### config.mk
export PLATFORM = sky130hd
export DESIGN_NAME = rect_draw_sequencer
export DESIGN_NICKNAME = d
export VERILOG_FILES = /design/src/rtl/rect_draw_sequencer.sv
export SDC_FILE = /design/constraint.sdc
export NUM_CORES = 1
export LEC_CHECK = 0
export BUFFER_PORTS_ARGS = -buffer_cell sky130_fd_sc_hd__buf_2
export CAP_MARGIN = 10
export CORE_MARGIN = 8
export CORE_UTILIZATION = 65
export CTS_BUF_LIST = sky130_fd_sc_hd__clkbuf_4
export CTS_CLUSTER_SIZE = 24
export DETAILED_ROUTE_END_ITERATION = 7
export GPL_TIMING_DRIVEN = 0
export MAX_ROUTING_LAYER = met4
export PLACE_DENSITY = 0.87
export SYNTH_ARGS = -nofsm -noshare
export SYNTH_HDL_FRONTEND = slang
export SYNTH_SLANG_ARGS = --single-unit
### constraint.sdc
create_clock -name clock -period 6.3 [get_ports clock]
set_clock_uncertainty 0.05 [all_clocks]
set_input_delay 0.63 -clock clock [delete_from_list [all_inputs] [get_ports clock]]
set_output_delay 0.63 -clock clock [all_outputs]
set_load 0.05 [all_outputs]
### src/rtl/rect_draw_sequencer.sv
// ============================================================================
// Module   : rect_draw_sequencer
// Purpose  : Buffers rectangle-fill commands and rasters each one, one pixel
//            per clock, onto the VGA adapter pixel-write port.
// Options  : RECT_CLIP_EN - suppress plot for pixels outside SCREEN_W x SCREEN_H
// Revision : 1.0 - initial release
// ============================================================================
`timescale 1ns/1ps
`default_nettype none

module rect_draw_sequencer #(
  parameter int FIFO_DEPTH = 4,
  parameter int SCREEN_W   = 160,
  parameter int SCREEN_H   = 120
) (
  input  logic       clock,
  input  logic       reset,
  input  logic       cmd_valid,
  output logic       cmd_ready,
  input  logic [7:0] cmd_x0,
  input  logic [6:0] cmd_y0,
  input  logic [7:0] cmd_w,
  input  logic [6:0] cmd_h,
  input  logic [2:0] cmd_colour,
  input  logic       flush,
  output logic [7:0] x,
  output logic [6:0] y,
  output logic [2:0] colour,
  output logic       plot,
  output logic       done,
  output logic       busy
);

  localparam int                 c_ptr_w = $clog2(FIFO_DEPTH);
  localparam int                 c_cnt_w = c_ptr_w + 1;
  localparam logic [c_cnt_w-1:0] c_depth = c_cnt_w'(FIFO_DEPTH);

  typedef enum logic [1:0] {
    S_IDLE = 2'd0,
    S_LOAD = 2'd1,
    S_DRAW = 2'd2,
    S_DONE = 2'd3
  } state_t;

  state_t             r_state;
  logic [32:0]        r_mem [FIFO_DEPTH];
  logic [c_ptr_w-1:0] r_wr_ptr;
  logic [c_ptr_w-1:0] r_rd_ptr;
  logic [c_cnt_w-1:0] r_count;

  logic [7:0] r_x0, r_w, r_cx;
  logic [6:0] r_y0, r_h, r_cy;
  logic [2:0] r_col;

  logic [7:0] r_x;
  logic [6:0] r_y;
  logic [2:0] r_colour;
  logic       r_plot;
  logic       r_done;

  logic       w_push, w_pop;
  logic       w_last_col, w_last_row;
  logic [7:0] w_ncx, w_pcx;
  logic [6:0] w_ncy, w_pcy;
  logic [7:0] w_px;
  logic [6:0] w_py;
  logic       w_pix_on;

  // Illegal parameter combinations leave this block behind as a marker.
  if (FIFO_DEPTH < 2 || FIFO_DEPTH > 16 || (FIFO_DEPTH & (FIFO_DEPTH - 1)) != 0 ||
      SCREEN_W < 1 || SCREEN_W > 256 || SCREEN_H < 1 || SCREEN_H > 128) begin : g_bad_params
  end

  assign cmd_ready = (r_count != c_depth);
  assign w_push    = cmd_valid && cmd_ready && !flush;
  assign w_pop     = (r_state == S_IDLE) && (r_count != '0) && !flush;
  assign busy      = (r_count != '0) || (r_state != S_IDLE);

  assign w_last_col = (r_cx == r_w - 8'd1);
  assign w_last_row = (r_cy == r_h - 7'd1);
  assign w_ncx      = w_last_col ? 8'd0 : r_cx + 8'd1;
  assign w_ncy      = w_last_col ? r_cy + 7'd1 : r_cy;

  // The pixel presented after the coming edge: origin when leaving LOAD.
  assign w_pcx = (r_state == S_LOAD) ? 8'd0 : w_ncx;
  assign w_pcy = (r_state == S_LOAD) ? 7'd0 : w_ncy;

`ifdef RECT_CLIP_EN
  logic [8:0] w_px_wide;
  logic [7:0] w_py_wide;

  assign w_px_wide = {1'b0, r_x0} + {1'b0, w_pcx};
  assign w_py_wide = {1'b0, r_y0} + {1'b0, w_pcy};
  assign w_px      = w_px_wide[7:0];
  assign w_py      = w_py_wide[6:0];
  assign w_pix_on  = (w_px_wide < 9'(SCREEN_W)) && (w_py_wide < 8'(SCREEN_H));
`else
  assign w_px      = r_x0 + w_pcx;
  assign w_py      = r_y0 + w_pcy;
  assign w_pix_on  = 1'b1;
`endif

  always_ff @(posedge clock or negedge reset) begin
    if (!reset) begin
      r_state  <= S_IDLE;
      r_wr_ptr <= '0;
      r_rd_ptr <= '0;
      r_count  <= '0;
      for (int i = 0; i < FIFO_DEPTH; i++) r_mem[i] <= '0;
      r_x0     <= '0;
      r_y0     <= '0;
      r_w      <= '0;
      r_h      <= '0;
      r_col    <= '0;
      r_cx     <= '0;
      r_cy     <= '0;
      r_x      <= '0;
      r_y      <= '0;
      r_colour <= '0;
      r_plot   <= 1'b0;
      r_done   <= 1'b0;
    end else if (flush) begin
      r_state  <= S_IDLE;
      r_wr_ptr <= '0;
      r_rd_ptr <= '0;
      r_count  <= '0;
      r_plot   <= 1'b0;
      r_done   <= 1'b0;
    end else begin
      r_plot <= 1'b0;
      r_done <= 1'b0;

      if (w_push) begin
        r_mem[r_wr_ptr] <= {cmd_x0, cmd_y0, cmd_w, cmd_h, cmd_colour};
        r_wr_ptr        <= r_wr_ptr + c_ptr_w'(1);
      end
      if (w_pop) r_rd_ptr <= r_rd_ptr + c_ptr_w'(1);

      case ({w_push, w_pop})
        2'b10:   r_count <= r_count + c_cnt_w'(1);
        2'b01:   r_count <= r_count - c_cnt_w'(1);
        default: r_count <= r_count;
      endcase

      case (r_state)
        S_IDLE: begin
          if (w_pop) begin
            {r_x0, r_y0, r_w, r_h, r_col} <= r_mem[r_rd_ptr];
            r_state <= S_LOAD;
          end
        end
        S_LOAD: begin
          r_cx <= 8'd0;
          r_cy <= 7'd0;
          if (r_w == 8'd0 || r_h == 7'd0) begin
            r_state <= S_DONE;
            r_done  <= 1'b1;
          end else begin
            r_state <= S_DRAW;
            r_plot  <= w_pix_on;
            if (w_pix_on) begin
              r_x      <= w_px;
              r_y      <= w_py;
              r_colour <= r_col;
            end
          end
        end
        S_DRAW: begin
          if (w_last_col && w_last_row) begin
            r_state <= S_DONE;
            r_done  <= 1'b1;
          end else begin
            r_cx   <= w_ncx;
            r_cy   <= w_ncy;
            r_plot <= w_pix_on;
            if (w_pix_on) begin
              r_x      <= w_px;
              r_y      <= w_py;
              r_colour <= r_col;
            end
          end
        end
        default: r_state <= S_IDLE;
      endcase
    end
  end

  assign x      = r_x;
  assign y      = r_y;
  assign colour = r_colour;
  assign plot   = r_plot;
  assign done   = r_done;

endmodule

`default_nettype wire

==> impl_metrics.env <==
export IMPL_initial_core_util=0.654
export IMPL_cts_resized_gates=0
export IMPL_critPathTopFamily="compound AO/OA/AOI/OAI gates"
export IMPL_crit_fanout=10
export IMPL_post_route_period_util=0.653
export IMPL_maxSlewHeadroom=0.373
export IMPL_htree_levels=2
export IMPL_cap_violations=0
export IMPL_cts_tree="yes"
export IMPL_syn_to_final_growth_pct=11.4
export IMPL_hold_path_class="in -> reg"
export IMPL_finalSetupViolations=0
export IMPL_die_h_um=141
export IMPL_fmax_ghz=0.243
export IMPL_antenna_found_initial=2
export IMPL_worstPathArrival_ps=4580
export IMPL_ys_ff_latch=209
export IMPL_crit_buf_inv=2
export IMPL_setup_ws_ps=2190
export IMPL_path_class="reg -> reg"
export IMPL_clock_path_buffers=3
export IMPL_postRouteAntennaNets=0
export IMPL_hpwl_um=15800
export IMPL_fp_dieW_um=141
export IMPL_ys_types=55
export IMPL_post_place_ws_ps=2260
export IMPL_globalRouteTotalUtil=0.234
export IMPL_viasPerCell=5.86
export IMPL_rrSetupSlack_ps=2190
export IMPL_startpoint_type="register"
export IMPL_remaining_drc_errors=0
export IMPL_core_mm2=0.0157
export IMPL_worstMarginPinSlew_ps=941
export IMPL_drt_iter0_drc=460
export IMPL_cp_required_ps=6770
export IMPL_cp_slowest_cell="dfrtp_1"
export IMPL_ys_seq_area_frac=0.511
export IMPL_die_area_mm2=0.0200
export IMPL_hold_viol=0
export IMPL_io_pins=59
export IMPL_synth_flop_cell="dfrtp_1"
export IMPL_globalRoute_totalOverflow=0
export IMPL_peakVddDrop_mv=0.255
export IMPL_synth_top_area_share=0.511
export IMPL_grt_first_pass_wirelength_um=35800
export IMPL_yosys_area_top_type="dfrtp_1"
export IMPL_p_total_mw=5.40
export IMPL_rsz0062_at_grt="false"
export IMPL_synth_area_leaders="dfrtp_1 51%, mux2_2 18%, mux4_2 7.3%"
export IMPL_vias=6639
export IMPL_grt_start_max_net_pins=112
export IMPL_async_reset_ff_frac=1.00
export IMPL_syn_cell_area_mm2=0.0102
export IMPL_portBuffers=58
export IMPL_syn_avg_cell_area_um2=13.2
export IMPL_cts_made_buffers=51
export IMPL_clkLatencyLatePin_ps=650
export IMPL_power_density_mw_per_mm2=474
export IMPL_final_util=0.728
export IMPL_yosysWarnings=0
export IMPL_num_rows=46
export IMPL_place_gp_congestion=0.893
export IMPL_cp_cell_sequence="inv_1 > ha_1 > o21bai_1 > a211oi_1 > a211o_1 > a22oi_2 > nor2_1 > buf_2 > nand2_1 > xor2_1 > nor2_1 > ha_1 > nor2b_1 > o21ai_0 > nand2b_1 > a21o_1 > a21oi_1 > xor2_1 > xnor2_1 > o21ai_0"
export IMPL_synth_net_count=841
export IMPL_drt_wl_total_um=21900
export IMPL_layoutNonFillerInstCount=1132
export IMPL_dp_cells=1050
export IMPL_max_stage_delay_ps=440
export IMPL_leakage_nw=5.21
export IMPL_synth_edf_count=0
export IMPL_final_nets=954
export IMPL_clockRootBuffer="clkbuf_4"
export IMPL_clock_sinks=209
export IMPL_grt_pass1_vias=7059
export IMPL_wire_per_inst_um=19.3
export IMPL_firstDrtPassIters=4
export IMPL_synthCells=775
export IMPL_maxSlewViolCount=0
export IMPL_nFillCells=1010
export IMPL_fin_setup_tns_ps=0
export IMPL_status="completed"
export IMPL_drive_above_1_share=0.385
export IMPL_fin_crit_ps=4110
export IMPL_clk_pin_slew_ps=60
export IMPL_crit_path_end_kind="register"
==> power breakdown <==
group	internal [mW]	switching [mW]	total, mW
combinational	1.04	1.09	2.13
sequential	1.92	0.363	2.28
clock	0.481	0.505	0.986
==> metal layers <==
layer,up-vias,wire (um),GRT usage
li1,3008,-,-
met1,3413,9140,0.284
met2,170,11100,0.372
met3,48,1060,0.0541
met4,0,597,0.105
met5,-,0,-
==> worst register-to-register path, cell delays in order (launching register included) <==
cell and delay [ps]:
dfrtp_1 440, inv_1 90, ha_1 290, o21bai_1 190
a211oi_1 260, a211o_1 140, a22oi_2 80, nor2_1 280
buf_2 300, nand2_1 130, xor2_1 160, nor2_1 130
ha_1 280, nor2b_1 140, o21ai_0 140, nand2b_1 100
a21o_1 180, a21oi_1 180, xor2_1 200, xnor2_1 140
o21ai_0 100
==> synth_stat cells (2+ instances only) <==
master    number
dfrtp_1      209
mux2_2       161
nor2_1        41
nand2_1       39
mux4_2        33
xnor2_1       29
o21ai_0       28
ha_1          26
inv_1         22
a21oi_1       21
xor2_1        17
buf_1         15
clkbuf_1      11
nand2b_1      11
buf_2          9
and3_1         8
nand3_1        8
mux2i_1        7
nor2b_1        7
a21oi_2        6
buf_6          5
nand4_1        5
nor3_1         5
a21o_1         4
mux2_1         4
fa_1           3
nand3b_1       3
o21bai_1       3
a22o_1         2
nor3b_1        2
o21a_1         2
o21ai_1        2
o21ai_4        2
o311ai_0       2
o31ai_1        2
or2_1          2
==> stage by stage <==
stage | cell area [um^2] | hold WS, ps
after floorplan | 10200 | 284
after global placement | 10800 | 408
after detailed placement | 10800 | 415
after CTS | 11400 | 168
after global routing | 11400 | 175
final | 11400 | 207
==> final timing paths <==
kind                                     from                 endpoint  cells after the start
min in group asynchronous               reset         x[1]$_DFFE_PN0P_                      2
max in group asynchronous               reset    r_mem[41]$_DFFE_PN0P_                      3
setup reg to reg           r_w[0]$_DFFE_PN0P_         y[6]$_DFFE_PN0P_                     20
hold reg to reg              y[2]$_DFFE_PN0P_         y[2]$_DFFE_PN0P_                      2
hold / removal                      cmd_valid  r_wr_ptr[1]$_DFFE_PN0P_                      3
setup / recovery           r_w[0]$_DFFE_PN0P_         y[6]$_DFFE_PN0P_                     20
==> kinds of logic after synthesis <==
kind of cell               after synthesis  synth area share
AOI/OAI and AO/OA                       84            0.0538
xor gates and xnor gates                47            0.0410
adders and majority gates               29            0.0377
buffers and inverters                   62            0.0275
DFF                                    209             0.511
muxes                                  205             0.261
and+or+nand+nor                        139            0.0680
==> flip-flops by register name, indices dropped and copies added, names as in the netlist, 2 cells and up <==
signal,count
r_mem,132
r_cx,8
r_w,8
r_x0,8
x,8
r_cy,7
r_h,7
r_y0,7
y,7
colour,3
r_col,3
r_count,3
r_rd_ptr,2
r_state,2
r_wr_ptr,2
==> timing repair <==
item                                   in CTS  in global routing
endpoints found under the hold margin      96                  0
buffers inserted                            0                  0
hold buffers                                1                  0
==> final cells by class <==
type	count	area, um^2	share of cell area
flip-flops and latches	209	5230	0.459
multi-input cells	504	4720	0.414
clock buffers	66	495	0.0435
repair buffers	60	338	0.0296
well taps	216	270	0.0237
plain buffers	40	199	0.0175
inverters	22	82.6	0.00724
clock inverters	13	56.3	0.00494
diodes	2	5.00	0.000439
==> cells in the final DEF, fill, tap and decap left out, drive strengths merged, types with 4 or more instances in the layout <==
cell type    n
dfrtp      209
mux2       165
buf         88
clkbuf      77
nor2        41
nand2       39
mux4        33
o21ai       32
xnor2       29
a21oi       27
ha          26
inv         23
xor2        18
nand2b      11
clkinv      10
nand3        8
and3         8
mux2i        7
nor2b        7
nor3         6
nand4        5
a21o         4
Note: power is estimated with default switching activity, not from simulation.
